`config.mk`:
```
export PLATFORM = sky130hd
export DESIGN_NAME = hidden_cpu_fetch
export DESIGN_NICKNAME = d
export VERILOG_FILES = /design/src/rtl/hidden_cpu_fetch.sv
export SDC_FILE = /design/constraint.sdc
export NUM_CORES = 1
export LEC_CHECK = 0
export CAP_MARGIN = 10
export CORE_UTILIZATION = 60
export DETAILED_ROUTE_END_ITERATION = 10
export DONT_BUFFER_PORTS = 1
export PLACE_DENSITY = 0.76
export SETUP_SLACK_MARGIN = 0.5
export SLEW_MARGIN = 0
export SYNTH_ARGS = -nofsm -noshare
export SYNTH_HDL_FRONTEND = slang
export SYNTH_SLANG_ARGS = --single-unit
export TNS_END_PERCENT = 30
```
`constraint.sdc`:
```
create_clock -name clk -period 3.2 [get_ports clk]
set_input_delay 0.48 -clock clk [delete_from_list [all_inputs] [get_ports clk]]
set_output_delay 0.48 -clock clk [all_outputs]
set_load 0.05 [all_outputs]
```
`src/rtl/hidden_cpu_fetch.sv`:
```
// Instruction fetch/buffer stage for the HiddenCPU: serially loaded program memory
// streamed to the execute core one instruction per cycle under valid/ready.
module hidden_cpu_fetch #(
    parameter int DEPTH = 16,
    parameter int AW    = 4,
    parameter bit WRAP  = 1'b1
) (
    input  logic          clk,
    input  logic          rst,
    input  logic          load_en,
    input  logic [5:0]    instr_in,
    input  logic          run_en,
    input  logic          jump_en,
    input  logic [AW-1:0] jump_target,
    input  logic          ready,
    output logic          instr_valid,
    output logic [1:0]    opcode,
    output logic [1:0]    reg0_addr,
    output logic [1:0]    reg1_addr,
    output logic [AW-1:0] pc,
    output logic [AW:0]   prog_len,
    output logic          full,
    output logic [1:0]    state
);

    localparam logic [1:0] IDLE = 2'd0;
    localparam logic [1:0] LOAD = 2'd1;
    localparam logic [1:0] RUN  = 2'd2;
    localparam logic [1:0] DONE = 2'd3;

    localparam logic [AW:0]   DEPTH_LEN = (AW+1)'(DEPTH);
    localparam logic [AW:0]   LEN_ONE   = (AW+1)'(1);
    localparam logic [AW-1:0] PC_ONE    = AW'(1);

    logic [5:0]    mem [DEPTH];
    logic [AW-1:0] wr_addr;
    logic          wr_en;
    logic [AW-1:0] pc_inc;
    logic [AW-1:0] fetch_pc;
    logic          at_last;
    logic          jump_ok;

    assign full     = (prog_len == DEPTH_LEN);
    assign pc_inc   = pc + PC_ONE;
    assign at_last  = ({1'b0, pc} == (prog_len - LEN_ONE));
    assign fetch_pc = at_last ? '0 : pc_inc;
    assign jump_ok  = ({1'b0, jump_target} < prog_len);

    // A load started from IDLE always restarts at slot 0, replacing the old program.
    assign wr_addr = (state == IDLE) ? '0 : prog_len[AW-1:0];
    assign wr_en   = !rst && load_en && ((state == IDLE) || ((state == LOAD) && !full));

    always_ff @(posedge clk) begin
        if (wr_en) begin
            mem[wr_addr] <= instr_in;
        end
    end

    always_ff @(posedge clk) begin
        if (rst) begin
            state       <= IDLE;
            prog_len    <= '0;
            pc          <= '0;
            instr_valid <= 1'b0;
            opcode      <= '0;
            reg0_addr   <= '0;
            reg1_addr   <= '0;
        end else begin
            case (state)
                IDLE: begin
                    if (load_en) begin
                        state    <= LOAD;
                        prog_len <= LEN_ONE;
                    end else if (run_en && (prog_len != '0)) begin
                        state       <= RUN;
                        pc          <= '0;
                        instr_valid <= 1'b0;
                    end
                end
                LOAD: begin
                    if (!load_en) begin
                        state <= IDLE;
                    end else if (!full) begin
                        prog_len <= prog_len + LEN_ONE;
                    end
                end
                RUN: begin
                    // Priority: run drop, then jump (beats an accept), then accept, then refill.
                    if (!run_en) begin
                        state       <= IDLE;
                        instr_valid <= 1'b0;
                    end else if (jump_en && jump_ok) begin
                        pc          <= jump_target;
                        instr_valid <= 1'b0;
                    end else if (instr_valid && ready) begin
                        if (at_last && !WRAP) begin
                            state       <= DONE;
                            instr_valid <= 1'b0;
                        end else begin
                            pc                                <= fetch_pc;
                            {opcode, reg0_addr, reg1_addr}    <= mem[fetch_pc];
                            instr_valid                       <= 1'b1;
                        end
                    end else if (!instr_valid) begin
                        {opcode, reg0_addr, reg1_addr} <= mem[pc];
                        instr_valid                    <= 1'b1;
                    end
                end
                default: begin
                    if (!run_en) begin
                        state <= IDLE;
                    end
                end
            endcase
        end
    end

endmodule

```
=== After elaboration in Yosys (flattened, before gate mapping) ===
Memory sizes are Yosys's and may differ from the RTL's. A register that Yosys moved wholly into a read port is not among the register bits.
Index checks and enable logic that the tools add are counted.

* Bits in registers: 18
* Bits in latches: 0
* Memory bits (writable): 96
* Memory bits (read-only): 0
* Bits of input ports: 16
* Output and inout bits: 19
* Logic and storage cells: 78
* Memories: 1

{| class="wikitable"
|+ Memory list
! name !! words !! bits a word !! rd ports !! clocked after memory_dff !! wr ports !! line !! source
|-
| mem || 16 || 6 || 2 || 1 || 1 || 35 || <nowiki>logic [5:0] mem [DEPTH];</nowiki>
|}

* $add $sub $neg: 3
* $mul: 0
* Divide/modulo/power cells: 0
* $lt $le $gt $ge: 1
* Equal/unequal tests: 15
* Shifts and indexed selects: 0
* Muxes and demuxes: 32
* Bitwise operators: 1
* Reductions and logical operators: 18

{| class="wikitable"
|+ Operators with widths
! operator !! count
|-
| two-way mux 4 bit || 9
|-
| two-way mux 2 bit || 10
|-
| two-way mux 5 bit || 3
|-
| inequality test 2 bit, second input constant || 6
|-
| one-hot mux 5 bit (2 select lines) || 1
|-
| one-hot mux 4 bit (2 select lines) || 1
|-
| AND reduction 4 bit || 2
|-
| logical AND 1 bit || 6
|-
| two-way mux 1 bit || 6
|-
| AND reduction 3 bit || 2
|-
| adder 5 x 1 -> 5 bit, second input constant || 1
|-
| equality test 4 x 5 -> 1 bit || 1
|-
| equality test 5 bit, second input constant || 1
|-
| less-than comparator 4 x 5 -> 1 bit || 1
|-
| AND reduction 5 bit || 1
|-
| nonzero test 5 bit || 1
|-
| subtractor 5 x 1 -> 5 bit, second input constant || 1
|-
| adder 4 x 1 -> 4 bit, second input constant || 1
|-
| inequality test 2 x 1 -> 1 bit, second input constant || 2
|-
| one-hot mux 2 bit (2 select lines) || 1
|-
| nonzero test 2 bit || 2
|-
| inequality test 3 x 1 -> 1 bit, second input constant || 1
|-
| inequality test 3 x 2 -> 1 bit, second input constant || 1
|-
| inequality test 3 bit, second input constant || 1
|-
| other kinds (7) || 8
|}

=== Longest topological paths before layout ===
* Depth in word-level cells: 9
* Gate-level depth with buffers: 10
* Mapped depth without buffers: 8

=== Worst setup path after synthesis ===
Ideal clock, no wire load.

* Kind: register to register
* Start point: reg prog_len[1]
* End point: mem mem[12][0] (enable)
* Setup time: 377 ps
* Arrival time: 2835 ps
* Data required time: 2823 ps
* Slack: -12 ps
* Cell stages (with the launch flop): 8
* Path buffers: 1
* Clock period less this slack: 3212 ps
* Cell sequence: dfxtp_1 > clkbuf_1 > inv_1 > ha_1 > and4bb_2 > nor4b_1 > nand3_1 > nor3_1

* Word-level cells in the longest chain between the ends: 7
* Elaborated cells on any way between the ends: 8
* Classes of those cells: eq/ne: 1; mux: 3; reduce/logical: 4

{| class="wikitable"
|+ Ends and longest elaborated chain
! what !! line !! source
|-
| start, declared || 21 || <nowiki>output logic [AW:0] prog_len,</nowiki>
|-
| start signal, assigned || 84 || <nowiki>prog_len <= prog_len + LEN_ONE;</nowiki>
|-
| equality test 5 bit || 43 || <nowiki>assign full = (prog_len == DEPTH_LEN);</nowiki>
|-
| via full || 22 || <nowiki>output logic full,</nowiki>
|-
| logical NOT 1 bit || - ||
|-
| logical AND 1 bit || 51 || <nowiki>assign wr_en = !rst && load_en && ((state == IDLE) || ((state == LOAD) && !full));</nowiki>
|-
| logical OR 1 bit || 51 ||
|-
| logical AND 1 bit || 51 ||
|-
| two-way mux 1 bit || 54 || <nowiki>if (wr_en) begin</nowiki>
|-
| two-way mux 1 bit (implied by the code) || 55 || <nowiki>mem[wr_addr] <= instr_in;</nowiki>
|-
| end, declared || 35 ||
|}

The timed path passes the listed nets, and every way through them passes these cells.

=== Worst setup path in the final report ===
* Start point: reg prog_len[1]
* End point: mem mem[14][2] (enable)

* Word-level cells in the longest chain between the ends: 7
* Elaborated cells on any way between the ends: 8
* Classes of those cells: eq/ne: 1; mux: 3; reduce/logical: 4

{| class="wikitable"
|+ Ends and longest elaborated chain
! what !! line
|-
| equality test 5 bit || 43
|-
| logical NOT 1 bit || -
|-
| logical AND 1 bit || 51
|-
| logical OR 1 bit || 51
|-
| logical AND 1 bit || 51
|-
| two-way mux 1 bit || 54
|-
| two-way mux 1 bit (implied by the code) || 55
|}

Parallel ways exist; a longest one is shown, timed or not.

==> impl_metrics.ini <==
[detailed_routing]
wirelength_um = 15700
routed-wl-met2_um = 7290
top_layer = met4
wl_per_cell_um = 25.1
drc = 0
dr_wl_met3_um = 1680
viasPerCell = 6.74
vias = 4212
antenna_left = 0
drt_first_pass_iters = 6
met1Wirelength_um = 6400
first_iter_violations = 432

[global_route]
track_usage_pct = 33.0
overflow = 0
grt_start_max_net_pins = 26
antenna_found_initial = 0
first_global_vias = 4080
grt_pass1_wl_um = 23900

[sta]
rsz0062_at_grt = true
fmaxAchievable_ghz = 0.393
finalCritPeriodShare_pct = 79.5
maxSlewViolCount = 0
holdWs_ps = 27.8
worstMarginPinSlew_ps = 1090
setup_slack_ps = 655
setup_tns_ps = 0
hold_violations = 0
slew_headroom_pct = 27.0
min_period_ps = 2540
skew_ps = 6.97
setup_viol = 0

[outcome]
status = finished clean

[critical_path]
required_ps = 3360
cp-startpoint = prog_len[1]
timing.rr.start = prog_len[1]
critical_path.max_fanout = 6
cp-start-kind = register
worstPathArrival_ps = 2700
path_class = register to register
cp-end-kind = register

[clock_tree]
cts_tree = yes
cts_hold_buf = 0
cts-htree-levels = 4
cts_resized = 0
clk_path_buf_depth = 2
clk_latency_ps = 520
cts.reportedPaths.clkPinSlew_ps = 60
cts-buffers-inserted = 17
cts_root_buf = clkbuf_8
cts_num_sinks = 118
postCtsSetupBuffers = 0

[power]
p_int_mw = 2.73
switching_share_pct = 22.4
irDropWorstVdd_v = 0.000572
power.share.sequential_pct = 47.7
p_per_area_nw_per_um2 = 523
leakagePower_nw = 2.18
clockPowerShare_pct = 49.5
p_switching_mw = 0.789
power_frac_comb_pct = 2.8
power.total_mw = 3.52

[finish]
antennaDiodeCount = 0
stdcell_count = 625
fill_cells = 663
final_util_pct = 69.5
finalInstanceArea_sq_um = 6730
post_route_cells_drive_above_1_share_pct = 23.2
area_growth_pct = 12.8
final_nets = 501

[yosys]
yosys.area.top_type_share_pct = 48.3
synth.avg_cell_area_sq_um = 12.8
yosysTopAreaCell = edfxtp_1
ys_warn_count = 0
async_flop_share_pct = 0
synthesis.area_sq_um = 5970
synth_seq_cells = 118
ys_seq_area_share_pct = 55.7
syn_inst = 466
synth_area_leaders = edfxtp_1, mux4_2, dfxtp_1
synth_ff_type = edfxtp_1
synthesis.nets = 488
synth_cell_type_count = 51
synth_edf_count = 96

[job]
cap_violations = 0

[placement]
post-place-ws_ps = 609
dpl-instance-area_sq_um = 6170
hpwl_um = 10900
placed_cells = 593
port_buffers = 0
gp_congestion = 0.987

[worst_hold_path]
hp-class = input pin to register
worstHoldStart = rst

[floorplan]
die_x_um = 102
row_count = 36
core_area_sq_um = 9680
pin_count = 35
die_y_um = 102
initial_core_util_pct = 61.6
die_area_sq_um = 10400
routing by layer:
| metal | up-vias | track usage [%] |
|---|---|---|
| li1 | 1834 | - |
| met1 | 2071 | 47.6 |
| met2 | 274 | 49.6 |
| met3 | 33 | 8.21 |
| met4 | 0 | 10.6 |
| met5 | - | 0 |
cell families after synthesis:
| group | after synthesis | share of synthesized area, % |
|---|---|---|
| and+or+nand+nor | 140 | 11.6 |
| DFF | 118 | 55.7 |
| AOI/OAI and AO/OA | 91 | 10.8 |
| muxes | 54 | 14.5 |
| buffers and inverters | 45 | 4.13 |
| xor gates and xnor gates | 12 | 2.08 |
| adders and majority gates | 6 | 1.26 |
flip-flops by register name, indices dropped and copies added (netlist names), named ones only:
name	cells
instr_valid	1
mem	96
opcode	2
pc	4
prog_len	5
reg0_addr	2
reg1_addr	2
state	2
path summary, 6_finish.rpt:
path	end	slack (ps)	depth (start not counted)
setup reg to reg	mem[14][2]	660	6
hold reg to reg	instr_valid	610	2
setup / recovery	mem[14][2]	660	6
hold / removal	instr_valid	30	1
critical path: stages (launching register included):
cell and delay, ps:
dfxtp_2 320, inv_1 80, ha_1 230, and4bb_2 280, nor4b_2 460, nand3_1 290
nor2_1 510
Yosys cell counts, types with 3 or more instances:
cell type	number
clkbuf_1	10
nor4b_1	6
a21oi_1	17
xnor2_1	8
and2_1	5
o22ai_1	6
xor2_1	3
inv_1	14
dfxtp_1	22
a31oi_1	3
mux4_2	24
nor3b_1	4
nand2_1	41
buf_6	3
buf_2	11
o31ai_1	12
a32o_1	6
mux2i_1	12
nor4_1	7
nand3_1	7
a311oi_1	7
a211oi_1	6
nor2_1	34
a2bb2oi_1	6
nand2b_1	5
nor2b_1	8
edfxtp_1	96
o21ai_0	12
mux2_2	18
nor3_1	15
a22oi_1	6
ha_1	6
o32ai_1	4
area by class of cell:
type / instances / area [sq um] / area share [%]
multi-input combinational: 303 / 2450 / 36.4
clock inverter: 15 / 131 / 1.95
timing repair buffer: 25 / 188 / 2.79
sequential: 118 / 3330 / 49.4
tap: 133 / 166 / 2.47
clock buffer: 17 / 414 / 6.15
inverter: 14 / 52.6 / 0.781
power groups by stage:
stage / clock network, mW / registers, mW / logic, mW
after CTS: 1.74 / 1.68 / 0.0974
after floorplan: 0 / 1.72 / 0.0660
after global placement: 0 / 1.71 / 0.0957
after global routing: 1.81 / 1.68 / 0.106
after detailed placement: 0 / 1.71 / 0.0966
final: 1.74 / 1.68 / 0.0984
cell usage in the layout, fill, tap and decap left out, types with 8 or more instances in the layout:
cell	n
o21ai_0	12
nor2b_1	8
mux4_2	24
nor2_1	33
o31ai_1	12
nor3_1	12
mux2i_1	12
nand2_1	41
inv_1	14
buf_4	25
clkbuf_16	16
mux2_2	18
a21oi_1	17
dfxtp_1	19
edfxtp_1	96
Note: power is estimated with default switching activity, not from simulation.
